[config.mk]
export PLATFORM = sky130hd
export DESIGN_NAME = inst_fetch
export DESIGN_NICKNAME = d
export VERILOG_FILES = /design/src/rtl/inst_fetch_pkg.sv /design/src/rtl/inst_fetch_buf.sv /design/src/rtl/inst_fetch.sv
export SDC_FILE = /design/constraint.sdc
export NUM_CORES = 1
export LEC_CHECK = 0
export ABC_AREA = 1
export BUFFER_PORTS_ARGS = -buffer_cell sky130_fd_sc_hd__buf_2
export CELL_PAD_IN_SITES_DETAIL_PLACEMENT = 1
export CELL_PAD_IN_SITES_GLOBAL_PLACEMENT = 1
export CORE_UTILIZATION = 35
export CTS_CLUSTER_SIZE = 24
export DETAILED_ROUTE_END_ITERATION = 10
export PLACE_DENSITY_LB_ADDON = 0.1
export SYNTH_ARGS = -nofsm -noshare
export SYNTH_HDL_FRONTEND = slang
export SYNTH_SLANG_ARGS = --single-unit
[constraint.sdc]
create_clock -name clk -period 4.75 [get_ports clk]
set_input_delay 0.7125 -clock clk [delete_from_list [all_inputs] [get_ports clk]]
set_output_delay 0.7125 -clock clk [all_outputs]
set_load 0.1 [all_outputs]
[src/rtl/inst_fetch_pkg.sv]
// Shared definitions for the RV32I fetch stage: datapath widths, opcode map,
// NOP encoding and fetch FSM state encoding.
package inst_fetch_pkg;

  localparam int OPERAND_WIDTH     = 32;
  localparam int INSTRUCTION_WIDTH = 32;

  localparam logic [6:0] OPC_LOAD    = 7'b0000011;
  localparam logic [6:0] OPC_ALU_IMM = 7'b0010011;
  localparam logic [6:0] OPC_AUIPC   = 7'b0010111;
  localparam logic [6:0] OPC_STORE   = 7'b0100011;
  localparam logic [6:0] OPC_ALU     = 7'b0110011;
  localparam logic [6:0] OPC_LUI     = 7'b0110111;
  localparam logic [6:0] OPC_BRANCH  = 7'b1100011;
  localparam logic [6:0] OPC_JALR    = 7'b1100111;
  localparam logic [6:0] OPC_JAL     = 7'b1101111;
  localparam logic [6:0] OPC_SYSTEM  = 7'b1110011;

  // addi x0, x0, 0
  localparam logic [INSTRUCTION_WIDTH-1:0] NOP_ENCODING = 32'h0000_0013;

  typedef enum logic [1:0] {
    BOOT  = 2'd0,
    FETCH = 2'd1,
    DRAIN = 2'd2
  } fetch_state_e;

endpackage

[src/rtl/inst_fetch_buf.sv]
// One-entry output buffer of the fetch stage: holds the fetched word, its pc
// and the illegal flag; flush and consume both fall back to NOP_INST.
// Optional IFETCH_MISALIGN_TRAP_EN adds a registered misalign flag.
module ifetch_buf
  import inst_fetch_pkg::*;
#(
  parameter logic [OPERAND_WIDTH-1:0]     RESET_PC = '0,
  parameter logic [INSTRUCTION_WIDTH-1:0] NOP_INST = NOP_ENCODING
) (
  input  logic                         clk_i,
  input  logic                         rst_ni,
  input  logic                         flush_i,
  input  logic                         load_i,
  input  logic [INSTRUCTION_WIDTH-1:0] load_inst_i,
  input  logic [OPERAND_WIDTH-1:0]     load_pc_i,
`ifdef IFETCH_MISALIGN_TRAP_EN
  input  logic                         load_misalign_i,
  output logic                         misalign_o,
`endif
  input  logic                         ready_i,
  output logic [INSTRUCTION_WIDTH-1:0] inst_o,
  output logic [OPERAND_WIDTH-1:0]     pc_o,
  output logic                         valid_o,
  output logic                         illegal_o
);

  logic [INSTRUCTION_WIDTH-1:0] inst_q, inst_d;
  logic [OPERAND_WIDTH-1:0]     pc_q, pc_d;
  logic                         valid_q, valid_d;
  logic                         illegal_q, illegal_d;

  // Flush beats load beats consume; an empty buffer always shows NOP_INST.
  always_comb begin
    inst_d    = inst_q;
    pc_d      = pc_q;
    valid_d   = valid_q;
    illegal_d = illegal_q;
    if (flush_i) begin
      valid_d   = 1'b0;
      inst_d    = NOP_INST;
      illegal_d = (NOP_INST[1:0] != 2'b11);
    end else if (load_i) begin
      valid_d   = 1'b1;
      inst_d    = load_inst_i;
      pc_d      = load_pc_i;
      illegal_d = (load_inst_i[1:0] != 2'b11);
    end else if (valid_q && ready_i) begin
      valid_d   = 1'b0;
      inst_d    = NOP_INST;
      illegal_d = (NOP_INST[1:0] != 2'b11);
    end
  end

  always_ff @(posedge clk_i or negedge rst_ni) begin
    if (!rst_ni) begin
      inst_q    <= NOP_INST;
      pc_q      <= RESET_PC;
      valid_q   <= 1'b0;
      illegal_q <= 1'b0;
    end else begin
      inst_q    <= inst_d;
      pc_q      <= pc_d;
      valid_q   <= valid_d;
      illegal_q <= illegal_d;
    end
  end

`ifdef IFETCH_MISALIGN_TRAP_EN
  logic misalign_q, misalign_d;

  always_comb begin
    misalign_d = misalign_q;
    if (flush_i)                   misalign_d = 1'b0;
    else if (load_i)               misalign_d = load_misalign_i;
    else if (valid_q && ready_i)   misalign_d = 1'b0;
  end

  always_ff @(posedge clk_i or negedge rst_ni) begin
    if (!rst_ni) misalign_q <= 1'b0;
    else         misalign_q <= misalign_d;
  end

  assign misalign_o = misalign_q;
`endif

  assign inst_o    = inst_q;
  assign pc_o      = pc_q;
  assign valid_o   = valid_q;
  assign illegal_o = illegal_q;

endmodule

[src/rtl/inst_fetch.sv]
// RV32I fetch stage: pc, single-outstanding imem requests, redirect/drain FSM.
// Optional IFETCH_MISALIGN_TRAP_EN reports misaligned redirect targets.
module inst_fetch
  import inst_fetch_pkg::*;
#(
  parameter logic [OPERAND_WIDTH-1:0]     RESET_PC = 32'h0000_0000,
  parameter logic [INSTRUCTION_WIDTH-1:0] NOP_INST = NOP_ENCODING
) (
  input  logic                         clk,
  input  logic                         rst_n,
  output logic                         imem_req,
  output logic [OPERAND_WIDTH-1:0]     imem_addr,
  input  logic                         imem_ack,
  input  logic [INSTRUCTION_WIDTH-1:0] imem_rdata,
  output logic [INSTRUCTION_WIDTH-1:0] inst,
  output logic [OPERAND_WIDTH-1:0]     inst_pc,
  output logic                         inst_valid,
  output logic                         inst_illegal,
  input  logic                         inst_ready,
  input  logic                         redirect_valid,
  input  logic [OPERAND_WIDTH-1:0]     redirect_pc,
`ifdef IFETCH_MISALIGN_TRAP_EN
  output logic                         inst_misalign,
`endif
  output fetch_state_e                 dbg_state
);

  fetch_state_e                 state_q;
  logic [OPERAND_WIDTH-1:0]     pc_q;
  logic [OPERAND_WIDTH-1:0]     drain_pc_q;
  logic                         pending_q;

  logic [OPERAND_WIDTH-1:0]     redir_pc;
  logic                         req_open;
  logic                         fetch_ack;
  logic                         trap;
  logic                         halt;
  logic                         buf_load;
  logic                         buf_flush;
  logic [INSTRUCTION_WIDTH-1:0] buf_inst;
  logic [OPERAND_WIDTH-1:0]     buf_pc;

  assign redir_pc = redirect_pc & ~OPERAND_WIDTH'(3);

`ifdef IFETCH_MISALIGN_TRAP_EN
  logic halted_q;
  assign trap = redirect_valid && (redirect_pc[1:0] != 2'b00);
  assign halt = halted_q;
`else
  assign trap = 1'b0;
  assign halt = 1'b0;
`endif

  // Handshake: a request raised without ack stays up with the same address
  // until ack; no new request while the buffer holds an unconsumed word.
  always_comb begin
    imem_req = 1'b0;
    case (state_q)
      FETCH:   imem_req = pending_q || (!halt && (!inst_valid || inst_ready));
      DRAIN:   imem_req = 1'b1;
      default: imem_req = 1'b0;
    endcase
  end

  assign imem_addr = pc_q;
  assign req_open  = imem_req && !imem_ack;
  assign fetch_ack = (state_q == FETCH) && imem_req && imem_ack && !redirect_valid;

  assign buf_load  = fetch_ack || trap;
  assign buf_flush = redirect_valid && !trap;
  assign buf_inst  = trap ? NOP_INST : imem_rdata;
  assign buf_pc    = trap ? redirect_pc : pc_q;

  always_ff @(posedge clk or negedge rst_n) begin
    if (!rst_n) begin
      state_q    <= BOOT;
      pc_q       <= RESET_PC;
      drain_pc_q <= RESET_PC;
      pending_q  <= 1'b0;
`ifdef IFETCH_MISALIGN_TRAP_EN
      halted_q   <= 1'b0;
`endif
    end else begin
      case (state_q)
        BOOT: begin
          state_q <= FETCH;
          if (redirect_valid) pc_q <= redir_pc;
        end
        FETCH: begin
          if (redirect_valid) begin
            pending_q <= 1'b0;
            // A request the memory has seen but not answered must drain first.
            if (req_open) begin
              state_q    <= DRAIN;
              drain_pc_q <= redir_pc;
            end else begin
              pc_q <= redir_pc;
            end
          end else if (imem_req && imem_ack) begin
            pending_q <= 1'b0;
            pc_q      <= pc_q + OPERAND_WIDTH'(4);
          end else begin
            pending_q <= imem_req;
          end
        end
        DRAIN: begin
          if (redirect_valid) drain_pc_q <= redir_pc;
          if (imem_ack) begin
            state_q <= FETCH;
            pc_q    <= redirect_valid ? redir_pc : drain_pc_q;
          end
        end
        default: begin
          state_q   <= BOOT;
          pending_q <= 1'b0;
        end
      endcase
`ifdef IFETCH_MISALIGN_TRAP_EN
      if (redirect_valid) halted_q <= trap;
`endif
    end
  end

  ifetch_buf #(
    .RESET_PC (RESET_PC),
    .NOP_INST (NOP_INST)
  ) u_buf (
    .clk_i           (clk),
    .rst_ni          (rst_n),
    .flush_i         (buf_flush),
    .load_i          (buf_load),
    .load_inst_i     (buf_inst),
    .load_pc_i       (buf_pc),
`ifdef IFETCH_MISALIGN_TRAP_EN
    .load_misalign_i (trap),
    .misalign_o      (inst_misalign),
`endif
    .ready_i         (inst_ready),
    .inst_o          (inst),
    .pc_o            (inst_pc),
    .valid_o         (inst_valid),
    .illegal_o       (inst_illegal)
  );

  assign dbg_state = state_q;

endmodule

# ---- Word level (Yosys, flattened, before mapping)
# Index checks and enable logic that the tools add are counted.
dict set report classes {
  add_sub_neg 1
  n_eq_ne 9
  n_mux 26
  bitwise_logic 1
  reduce_logical 20
}
# cell count
set ops {}
lappend ops {{$mux 32} 11}
lappend ops {{$pmux 32 s3} 1}
lappend ops {{$pmux 32 s2} 1}
lappend ops {{$add 32x3->32 const B} 1}
lappend ops {{$ne 2x2->1 const B} 5}
lappend ops {{$mux 1} 7}
lappend ops {{$logic_and 1x1->1} 6}
lappend ops {{$mux 2} 3}
lappend ops {{$pmux 2 s3} 1}
lappend ops {{$reduce_and 3->1} 2}
lappend ops {{$reduce_bool 3->1} 2}
lappend ops {{$reduce_and 5->1} 1}
lappend ops {{$pmux 1 s2} 2}
lappend ops {{$logic_not 1->1} 3}
lappend ops {{$ne 3x2->1 const B} 1}
lappend ops {{$ne 3x3->1 const B} 1}
lappend ops {{$eq 2x1->1 const B} 1}
lappend ops {{$eq 2x2->1 const B} 1}
lappend ops {{$logic_not 2->1} 1}
lappend ops {{$logic_or 1x1->1} 2}
lappend ops {{$reduce_and 2->1} 1}
lappend ops {{$reduce_bool 2->1} 1}
lappend ops {{$reduce_or 2->1} 1}
lappend ops {{$not 1->1} 1}
dict set report word_totals {
  regBits 133
  inputBits 69
  out_inout_bits 101
  wordCells 65
}

# ---- Longest topological paths before layout
# Gate-level depths: netlist of run 1.
dict set report depth {
  word_depth 9
  mapped_depth 12
  mapped_depth_nobuf 12
}

# ---- By module
# From an unflattened synthesis of run 1, not the netlist that was laid out.
dict set report unflattened {
  hier_cells 905
  area_unflattened_um2 6927.9
}
# mod instances cells_per_inst area_per_inst_um2
set modules_own_cells {}
lappend modules_own_cells {inst_fetch 1 613 4312.9}
lappend modules_own_cells {ifetch_buf 1 292 2615.0}

# ---- Worst setup path after synthesis of run 1
# OpenSTA, ideal clock, no wires.
dict set report synth_path {
  kind {reg-to-output}
  from {register state_q[0], in the netlist dbg_state[0]}
  to {output imem_req}
  t_arrival_ns 2.537
  slack_ns 1.501
  path_stages_with_launch 7
  path_cell_list {dfrtp_1 -> inv_1 -> ha_1 -> buf_4 -> inv_2 -> nor2_4 -> and2_1}
}
dict set report synth_between {
  elab_chain_len 2
  word_cells_on_any_way 3
}
# element line
set synth_lines {}
lappend synth_lines {{start, declared} inst_fetch.sv:28} ;# fetch_state_e state_q;
lappend synth_lines {{start signal, assigned} inst_fetch.sv:76} ;# state_q <= BOOT;
lappend synth_lines {{start signal, assigned} inst_fetch.sv:86} ;# state_q <= FETCH;
lappend synth_lines {{start signal, assigned} inst_fetch.sv:94} ;# state_q <= DRAIN;
lappend synth_lines {{$eq 2x2->1 / $eq 2x1->1 (equally long branches)} inst_fetch.sv:58} ;# case (state_q)
lappend synth_lines {{$pmux 1 s2 *} inst_fetch.sv:58}
lappend synth_lines {{end, declared} inst_fetch.sv:11} ;# output logic imem_req,
# Every way passes the cells marked *; elsewhere a longest branch is shown, timed or not.

# ---- Worst setup path in the final report of run 1
# Ends and elaborated chain as after synthesis.

==> summary by stage, run 1 <==
Status
The flow ran to the end, and the final reports show no timing, DRC or antenna violations.

Clocking
The clock tree from TritonCTS is yes. The tree is rooted in a sky130_fd_sc_hd__clkbuf_16. The number of clock sinks seen by CTS is 133. The number of instances resized during post-cts repair is 0. The number of hold-repair buffers added at the cts stage is 0.

In this run the deepest clock path goes through 2 buffers. Clock-pin slew was measured on the worst setup and hold paths at 60 ps. The total number of H-tree levels is 4. Clock tree synthesis inserted a total of 17 buffers. For the worst-skew pair, the clock arrives at the later sink with an insertion delay of 420 ps. The buffers inserted during post-CTS setup optimization is 0.

Global routing
The number of global-route vias before repair came to 6287. For this run, the total global-route usage over all layers was measured as 22.8%. Entering global routing, the biggest net connects 104 pins. The initial antenna violation count is 0. Summed over all layers, the global routing overflow is 0.

The first global-routing pass estimated 35.0 mm of wire.

Critical path
Data on the critical path is required at its endpoint by 4040 ps. The cell family contributing the most delay on the critical path is buffers and inverters. The slowest cell on the critical path is sky130_fd_sc_hd__buf_2.

Traced cell by cell, the critical path runs through inv_1, ha_1, buf_4, inv_2, nor2_4, and2_1, buf_2. The biggest fanout along the worst timing path is 35. The longest individual stage delay on the worst path is roughly 430 ps.

The type of origin of the critical path is a register. The element type at the critical path end is an output pin. The total buffers and inverters traversed by the critical path is 4. By startpoint and endpoint, the worst setup path is classified as register to output pin.

The arrival time at the worst endpoint is between 2000 and 3000 ps.

Layout
Leaving out fill and tap cells, the most frequent cells in the layout are 326 x sky130_fd_sc_hd__nand2_1, 166 x sky130_fd_sc_hd__buf_2, 130 x sky130_fd_sc_hd__dfrtp_1. Summing all multi-input logic gate instances after layout gives between 3000 and 4000 um^2. The fraction of layout instances using a drive strength above 1 is 21.9%.

The library cell used most frequently in the layout, excluding fill and tap cells, is sky130_fd_sc_hd__nand2_1. Counting the fill cells in the layout gives between 2000 and 2500. The layout-stage area growth over the synthesis result is 24.3%. The finished cells cover 8390 um^2. The area occupied by registers is 3330 um^2. The final antenna diode count is 0. After the last flow step, the layout net total stands at 1098.

Worst hold path
The worst hold path belongs to the class input pin to async pin.

Timing
Once routing completed, OpenROAD measured the worst setup slack at 1350 ps. The minimum clock period is 3400 ps. Setup repair after global routing left no endpoint under its margin.

The count of endpoints failing hold in the final timing report was 0. The worst slew margin relative to its limit is 25.1%. The final cycle utilization of the critical path is a little under three quarters. Setup violations remaining at the end of the flow were counted as 0. The highest clock frequency the design can meet is 0.294 GHz. The worst hold slack is between 300 and 400 ps.

The final clock skew is roughly 9.7 ps. The final-report max-slew violation count is 0. In the final timing run, aggregate negative setup slack is 0 ps. The slew at the pin closest to its max-slew limit is between 1000 and 1500 ps.

Drt
Before antenna repair, the detailed router went through 4 iterations. The detail-routed net length per standard cell is 16.6 um. Dividing the detail-routed via count by the number of cells gives 4.85.

For this run, design rule violations remaining after detail routing come to 0. The remaining antenna violation count after routing is 0. Detailed routing inserted a total of 6288 vias. After detailed routing, the total wire length is between 20 and 25 mm. In this run, the number of DRC markers left after iteration 0 of detailed routing was 319.

Placement
Port buffering added 167 buffers. The post-placement setup slack is 1430 ps. The congestion estimate from routability-driven global placement came to 0.756. Summed over all nets, the half-perimeter wirelength after detailed placement is 15.0 mm. Once placement finished, the instance area stood at about 7800 um^2.

Logic synthesis
The synthesized instance count is 870. In this run the cell area of the synthesized design comes to just under 7000 um^2. In this run, synthesis produced a sequential element count of 133. The synthesized net count is 945. Yosys mapped the design onto 35 distinct sky130hd cell types. For this run, the leading register cell type out of synthesis is sky130_fd_sc_hd__dfrtp_1.

The fraction of post-synthesis cell area in the top cell type by area is 48.2%. By area the synthesized netlist is led by sky130_fd_sc_hd__dfrtp_1 48%, sky130_fd_sc_hd__nand2_1 18%, sky130_fd_sc_hd__nor2_1 5.8%. For this run, asynchronously set or reset flops after synthesis account for 100%. The synthesis warning total is 0. Yosys mapped a number of flops with a built-in enable equal to 0. The portion of the post-synthesis area used by sequential elements is 49.4%.

Averaged over all synthesized cells, the footprint is 7.76 um^2. The largest total area in the synthesized netlist belongs to sky130_fd_sc_hd__dfrtp_1.

Floorplan
The floorplan has 50 rows. The initial utilization of the core area, before any placement, comes to between 30 and 40%. The full die area is 19800 um^2. The boundary pin count is 170.

In this run the vertical extent of the chip is around 140 um. The chip width is 141 um. The total core area is 18800 um^2.

Job
The number of max-cap violations is 0.
registers in the layout (all words and copies together), names as in the netlist:
signal	cells
imem_addr	32
u_buf.pc_o	32
u_buf.valid_o	1
pending_q	1
u_buf.inst_o	32
drain_pc_q	32
u_buf.illegal_o	1
dbg_state	2
worst paths after layout:
kind / slack [ps] / cells after the start / to / start
setup / recovery: 1350 / 7 / imem_req / dbg_state[0]
hold / removal: 390 / 1 / u_buf.inst_o[28] / rst_n
setup reg to reg: 1470 / 11 / imem_addr[1] / dbg_state[0]
hold reg to reg: 460 / 2 / u_buf.pc_o[10] / u_buf.pc_o[10]
max in group asynchronous: 3290 / 2 / drain_pc_q[15] / rst_n
min in group clk: 460 / 2 / u_buf.pc_o[10] / u_buf.pc_o[10]
layout make-up:
cell class                      count  area share, %
Inverter                           56           2.51
Timing Repair Buffer              174           10.7
Clock buffer                       20           5.32
Tap cell                          260           3.88
Sequential cell                   133           39.7
Multi-Input combinational cell    641           35.8
Clock inverter                     12           2.13
metal layers:
metal | share of wire, % | up-vias | GRT usage (%) | wire length (um)
li1 | - | 3124 | - | -
met1 | 50 | 2973 | 32.6 | 10700
met2 | 44 | 176 | 35.7 | 9540
met3 | 5.0 | 15 | 3.97 | 1070
met4 | 0.77 | 0 | 5.38 | 165
met5 | 0 | - | 0 | 0
cell families after synthesis:
kind of cell / synth area share, %
AOI/OAI and AO/OA: 14.8
xor gates and xnor gates: 0.649
adders and majority gates: 1.11
buffers and inverters: 6.23
DFF: 49.4
and+or+nand+nor: 27.8
stage by stage:
step	utilization, %	cells
2_1_floorplan	-	870
3_3_place_gp	41.2	1264
3_5_place_dp	41.2	1264
4_1_cts	44.6	1296
5_1_grt	44.6	1296
6_report	44.6	1296
synthesized netlist by cell type (all sizes together) (3+ instances only):
cell,n
a211oi,9
a21boi,9
a21oi,17
a221oi,12
a22o,29
buf,23
clkbuf,17
dfrtp,130
dfstp,3
ha,6
inv,56
nand2,327
nand3,29
nor2,113
o21ai,73
xnor2,3
Power of run 1 is left out: the tool's default activity adds up to more than one toggle a clock period on the data nets, which glitch-free logic cannot reach.
==> inputs of run 2 (changes only) <==
- clock period: 4.75 -> 3 ns (I/O delays scaled with it)
==> run 2 against run 1 <==
  * Final area grew 0.82%
  * Via count shrank 0.62%
  * Worst setup slack lost 1000 ps
  * Sequential share of layout area shrank 0.32 points
  * Critical path type is now register to register
  * Clock skew grew 2.1 ps
  * Largest cell class unchanged
  * Register-to-register slack lost 1100 ps
  * Critical endpoint is now drain_pc_q[9]
  * Routed wire length shrank 0.37%
  * Final cell count grew 0.23%
==> summary by stage, run 2 (synthesis results as in run 1) <==
Layout
The fraction of layout instances using a drive strength above 1 came to 22.4% (+0.51 points). The number of fill cells in the layout was 2339 (-1.2%). The library cells used most frequently in the layout, excluding fill and tap cells, are 326 x sky130_fd_sc_hd__nand2_1, 165 x sky130_fd_sc_hd__buf_2, 130 x sky130_fd_sc_hd__dfrtp_1. The final antenna diode count is 0 (unchanged). The total number of nets in the final design came to 1101 (+0.27%). The layout-stage area growth over the synthesis result is 25.4%.

The library cell used most frequently in the layout, excluding fill and tap cells, is sky130_fd_sc_hd__nand2_1.

Clocking
The number of clock sinks seen by CTS is 133 (unchanged). The buffers inserted during post-CTS setup optimization is 0 (unchanged). TritonCTS built the clock tree. The clock-pin transition on the worst setup and hold timing paths was 60 ps (about the same). The number of hold-repair buffers added at the cts stage came to 0 (unchanged).

The number of instances resized during post-cts repair is 0 (unchanged). In this run the clock root is driven by a sky130_fd_sc_hd__clkbuf_16. The number of buffers on the longest clock path came to 2 (unchanged). The later-pin clock latency in the skew report is 420 ps (about the same). The total number of H-tree levels is 4 (unchanged).

The total CTS buffers was 17 (unchanged).

Critical path
The critical path ends at drain_pc_q[9]. STA classifies the critical path endpoint as a register. The biggest fanout along the worst timing path is 42 (+20%).

The startpoint of the worst setup timing path is dbg_state[0]. The end of the worst register-to-register path is drain_pc_q[9]. The type of origin of the critical path is a register. The setup slack on the worst flop-to-flop path is 320 ps (-1150 ps). The depth of the most critical reg-to-reg path was 10 (-1). By startpoint and endpoint, the worst setup path is classified as register to register. The arrival time at the worst endpoint is 3020 ps (+330 ps).

In this run the critical register-to-register path is launched from dbg_state[0]. The critical path required time is 3340 ps (-700 ps).

Timing
The final clock skew was 11.8 ps (+2.15 ps). After layout, the minimum clock period comes to 2680 ps. The number of endpoints failing setup at the final stage is 0 (unchanged). The final-report max-slew violation count is 0 (unchanged). In the finished design, the share of the clock period the worst path needs comes to between 80% and 90%. The worst slew margin relative to its limit is 37.5% (+12 points).

Static timing analysis puts the maximum clock frequency at 0.373 GHz. The count of endpoints failing hold in the final timing report is 0 (unchanged). The slew at the pin closest to its max-slew limit came to 936 ps (-185 ps).

The final-layout setup total negative slack came to 0 ps (unchanged). Setup repair after global routing left no endpoint under its margin.

Global routing
The initial antenna violation count is 0 (unchanged). The total grt overflow came to 0 (unchanged). The pin count of the biggest net entering global routing is 66 (-37%). The wire length of the first global-routing pass was 34.1 mm (-2.7%). The overall track demand over capacity in global routing is 22.3% (-0.43 points). The number of global-route vias before repair is 6259 (-0.45%).

Floorplan
The total core area is 18800 um^2 (unchanged). The initial core utilization is 35.8% (unchanged). The chip width is 141 um (unchanged). The number of placement rows is 50 (unchanged).

The boundary pin count came to 170 (unchanged). The full die area is 19800 um^2 (unchanged). The die boundary height was 141 um (unchanged).

Drt
The detailed-router iteration count before antenna repair is 5 (+1). The remaining antenna violation count after routing is 0 (unchanged). The wire length reported by the detailed router was 21.4 mm (-0.37%). The detail-routed net length per standard cell was 16.5 um (-0.60%). The total vias in the final route was 6249 (-0.62%). The average via count per standard cell is 4.81 (-0.85%).

The number of DRC markers after the initial detailed-route iteration is 233 (-27%). The number of design rule violations left after detail routing is 0 (unchanged).

Placement
The weighted congestion reported at the end of routability-driven placement is 0.818 (+8.3%). The number of buffers inserted by port buffering was 167 (unchanged). The half-perimeter wire length after detailed placement was 15.6 mm (+3.6%).

Job
The number of max-cap violations came to 0 (unchanged).

Worst hold path
The class of the tightest hold or removal check is input pin to async pin.

Status
The run finished with clean final reports.
[run 2: area by class of cell]
cell class / count / area (um^2) / area share, %
repair buffers: 177 / 957 / 11.3
clock buffers: 17 / 425 / 5.03
well taps: 260 / 325 / 3.85
inverters: 56 / 210 / 2.48
multi-input cells: 641 / 3000 / 35.5
clock inverters: 15 / 205 / 2.43
flip-flops and latches: 133 / 3330 / 39.4
[run 2: stage by stage]
| stage | instance area [um^2] | std cells | util [%] | worst slack (ps) | hold slack (ps) |
|---|---|---|---|---|---|
| floorplan | 6750 | 870 | - | 135 | 154 |
| global placement | 7830 | 1267 | 41.6 | 339 | 449 |
| detailed placement | 7830 | 1267 | 41.6 | 244 | 453 |
| CTS | 8460 | 1299 | 44.9 | 218 | 41.6 |
| global route | 8460 | 1299 | 44.9 | 27.0 | 67.4 |
| finish | 8460 | 1299 | 44.9 | 321 | 22.8 |
[run 2: how the worst min path moves through the flow]
stage                        start                to  slack [ps]  cells past startpoint
global route                 rst_n   u_buf.illegal_o          70                      1
CTS                          rst_n  u_buf.inst_o[28]          40                      1
detailed placement  u_buf.pc_o[16]    u_buf.pc_o[16]         450                      2
finish                       rst_n   u_buf.illegal_o          20                      1
global placement    u_buf.pc_o[23]    u_buf.pc_o[23]         450                      2
floorplan                    rst_n      dbg_state[0]         150                      0
[run 2: layer usage]
layer / vias to the layer above / part of all wire [%] / GRT usage [%]
met3: 14 / 4.4 / 3.84
met1: 2945 / 50 / 32.1
met5: - / 0 / 0
li1: 3130 / - / -
met2: 160 / 45 / 34.5
met4: 0 / 0.89 / 6.18
[run 2: critical path, cell delays in order (launching register included)]
cell and delay (ps):
sky130_fd_sc_hd__dfrtp_1 410, sky130_fd_sc_hd__inv_1 100, sky130_fd_sc_hd__ha_1 320, sky130_fd_sc_hd__inv_2 180, sky130_fd_sc_hd__nor2_4 190, sky130_fd_sc_hd__nand3_2 120
sky130_fd_sc_hd__nand2_1 90, sky130_fd_sc_hd__inv_2 160, sky130_fd_sc_hd__nor2_4 760, sky130_fd_sc_hd__nand2_1 140, sky130_fd_sc_hd__o21ai_0 120
Power of run 2 is left out for the same reason.
==> inputs of run 3 (changes only) <==
- CTS_BUF_LIST: default -> sky130_fd_sc_hd__clkbuf_4 sky130_fd_sc_hd__clkbuf_8 sky130_fd_sc_hd__clkbuf_16
- SYNTH_HIERARCHICAL: default -> 1
==> run 3 against run 2 <==
  * Worst hold slack improved by 200 ps
  * Maximum frequency fell by 4.5%
  * Synthesized cell count rose by 4.0%
  * Register-to-register slack barely moved
  * Critical path type is now register to output pin
  * Highest routed layer unchanged
==> summary by stage, run 3 <==
Clocking
TritonCTS built the clock tree. The total CTS buffers came to 17 (unchanged). The number of buffers on the longest clock path came to 2 (unchanged). The total number of H-tree levels is 4 (unchanged).

The buffers inserted during post-CTS setup optimization is 0 (unchanged). The later-pin clock latency in the skew report is 420 ps (about the same). The number of clock sinks seen by CTS came to 133 (unchanged).

The CTS root buffer is sky130_fd_sc_hd__clkbuf_16. The clock-pin transition on the worst setup and hold timing paths is 60 ps (about the same).

Logic synthesis
The synthesis warning total is 6 (+6). The commonest cells after synthesis are 382 x sky130_fd_sc_hd__nand2_1, 130 x sky130_fd_sc_hd__dfrtp_1, 85 x sky130_fd_sc_hd__nand3_1, 61 x sky130_fd_sc_hd__inv_1, 58 x sky130_fd_sc_hd__nor2_1. The portion of the post-synthesis area used by sequential elements was 48.1% (-1.3 points). The count of distinct cell types in the synthesized netlist is 35 (unchanged).

The fraction of registers with async set/reset is 100% (unchanged). The flip-flop and latch count after synthesis is 133 (unchanged). The leading cell type by number of instances after synthesis is sky130_fd_sc_hd__nand2_1. The synthesized instance count is 905 (+4.0%). For this run, the leading register cell type out of synthesis is sky130_fd_sc_hd__dfrtp_1. The fraction of post-synthesis cell area in the top cell type by area was 47.0% (-1.3 points). The cell taking the most area after synthesis is sky130_fd_sc_hd__dfrtp_1.

The synthesized net count was 980 (+3.7%). Ranked by total cell area, the synthesized netlist is headed by sky130_fd_sc_hd__dfrtp_1 47%, sky130_fd_sc_hd__nand2_1 21%, sky130_fd_sc_hd__nand3_1 6.1%. The synthesized area divided by synthesized cell count was 7.66 um^2 (-1.3%). The mapped cell area is 6930 um^2 (+2.7%). The number of flops mapped to enable cells by yosys is 0 (unchanged).

Placement
The half-perimeter wire length after detailed placement came to 15.8 mm (+1.6%). The weighted congestion reported at the end of routability-driven placement is 0.798 (-2.5%). The number of buffers inserted by port buffering is 167 (unchanged).

The cell area after placement is 7950 um^2 (+1.6%). The cell count after placement is 1315 (+3.8%).

Timing
The final clock skew is 7.35 ps (-4.46 ps). The final cycle utilization of the critical path is 93.5% (+4.2 points). The worst hold slack is 223 ps (+200 ps).

The highest clock frequency the design can meet is 0.356 GHz (-4.5%). The final-layout setup total negative slack came to 0 ps (unchanged). The number of endpoints failing setup at the final stage is 0 (unchanged). Setup repair after global routing left no endpoint under its margin.

The worst slew margin relative to its limit is 43.7% (+6.2 points). The minimum clock period came to 2810 ps (+126 ps). The slew at the pin closest to its max-slew limit was 842 ps (-93.7 ps). The final-report max-slew violation count was 0 (unchanged). The count of endpoints failing hold in the final timing report is 0 (unchanged).

Drt
The number of design rule violations left after detail routing is 0 (unchanged). The number of DRC markers after the initial detailed-route iteration is 288 (+24%). The remaining antenna violation count after routing came to 0 (unchanged). The total vias in the final route came to 6516 (+4.3%). The detail-routed net length per standard cell is 16.2 um (-1.8%). The detailed-router iteration count before antenna repair is 4 (-1). The wire length reported by the detailed router was 21.8 mm (+1.9%).

The average via count per standard cell is 4.83 (+0.48%).

Layout
The post-route core utilization was 43.9% (-1.0 points). The total number of nets in the final design was 1145 (+4.0%). The top cell types in the final layout, fill and taps aside, are 382 x sky130_fd_sc_hd__nand2_1, 166 x sky130_fd_sc_hd__buf_2, 130 x sky130_fd_sc_hd__dfrtp_1.

The final antenna diode count is 0 (unchanged). Compared with the post-synthesis result, the final layout area differs by 23.3%. The cell area after layout was 8540 um^2 (+0.99%). The fraction of layout instances using a drive strength above 1 is 24.5% (+2.0 points).

The library cell used most frequently in the layout, excluding fill and tap cells, is sky130_fd_sc_hd__nand2_1. The number of standard cells in the layout, taps in and fillers out was 1348 (+3.8%).

Critical path
The type of the worst setup path is register to output pin. The setup slack on the worst flop-to-flop path is 330 ps (about the same). The type of origin of the critical path is a register. STA classifies the critical path endpoint as an output pin. The biggest fanout along the worst timing path is 8 (-81%).

The arrival time at the worst endpoint is 2360 ps (-660 ps). The critical path required time was 2550 ps (-790 ps).

Pwr
The standby leakage power is 4.67 nW. The worst ir drop on vdd is 0.583 mV. The power density over cell area is 1320 nW/um^2.

Floorplan
The number of placement rows is 51 (+2.0%). The initial core utilization came to 35.6% (-0.24 points). The full die area came to 20400 um^2 (+2.6%).

The boundary pin count is 170 (unchanged). The total core area was 19500 um^2 (+3.4%). The die boundary height came to 143 um (+1.3%).

The chip width came to 143 um (+1.3%).

Worst hold path
The min-delay analysis places its worst path in the category input pin to register.

Global routing
The pin count of the biggest net entering global routing is 61 (-7.6%). The overall track demand over capacity in global routing is 22.5% (+0.17 points). The number of global-route vias before repair is 6488 (+3.7%).

The wire length of the first global-routing pass came to 35.0 mm (+2.8%). The total grt overflow is 0 (unchanged). The initial antenna violation count was 0 (unchanged).

Job
The number of max-cap violations is 0 (unchanged).

Status
The run finished with clean final reports.
run 3: cells by family after synthesis:
group	count (synthesis)	share of synthesized area [%]
simple gates	555	33.2
fa+ha+maj	6	1.08
xor+xnor	1	0.126
buf+inv	105	7.68
compound gates	105	9.84
flops	133	48.1
run 3: path summary, 6_finish.rpt:
kind	from	end	depth (start not counted)
max	dbg_state[0]	imem_req	6
min	imem_rdata[19]	u_buf/inst_o[19]	3
max reg2reg	dbg_state[0]	u_buf/pc_o[27]	12
min reg2reg	u_buf/pc_o[3]	u_buf/pc_o[3]	2
max in group asynchronous	rst_n	u_buf/inst_o[6]	3
min in group asynchronous	rst_n	u_buf/inst_o[13]	2
run 3: cell type report:
| type | instances | area (um^2) |
|---|---|---|
| Fill cell | 2460 | 10900 |
| Sequential cell | 133 | 3330 |
| Multi-Input combinational cell | 667 | 3060 |
| Timing Repair Buffer | 183 | 981 |
| Clock buffer | 17 | 425 |
| Tap cell | 265 | 332 |
| Inverter | 68 | 255 |
| Clock inverter | 15 | 154 |
run 3: repair_timing:
item                                   4_1_cts  5_1_grt
endpoints found under the hold margin       35        0
setup endpoints to repair                    0       22
hold buffers                                 1        0
gates resized for setup                      0        1
run 3: power by group:
part	leakage [nW]	switching, mW	total [mW]	internal (mW)
Combinational	2.65	4.92	6.18	1.26
Sequential	1.73	0.677	3.07	2.39
Clock	0.288	0.843	2.07	1.23
run 3: per-layer routing:
layer	vias up	part of all wire, %	GRT usage, %
li1	3230	-	-
met1	3106	49	30.8
met2	157	45	36.2
met3	23	4.8	4.19
met4	0	1.3	6.45
met5	-	0	0
run 3: critical path, cell delays in order, from the launching register on:
cell	delay, ps
sky130_fd_sc_hd__dfrtp_1	440
sky130_fd_sc_hd__inv_1	90
sky130_fd_sc_hd__ha_1	500
sky130_fd_sc_hd__inv_2	120
sky130_fd_sc_hd__nor2_2	170
sky130_fd_sc_hd__and2_4	180
sky130_fd_sc_hd__buf_2	430
run 3: per-stage QoR:
| stage | total power, mW | worst slack [ps] |
|---|---|---|
| after floorplan | 7.98 | 180 |
| after global placement | 9.19 | 304 |
| after detailed placement | 9.30 | 238 |
| after CTS | 11.4 | 183 |
| after global routing | 12.0 | 50.1 |
| final | 11.3 | 195 |
No activity file was read; power rests on OpenSTA's default activity.
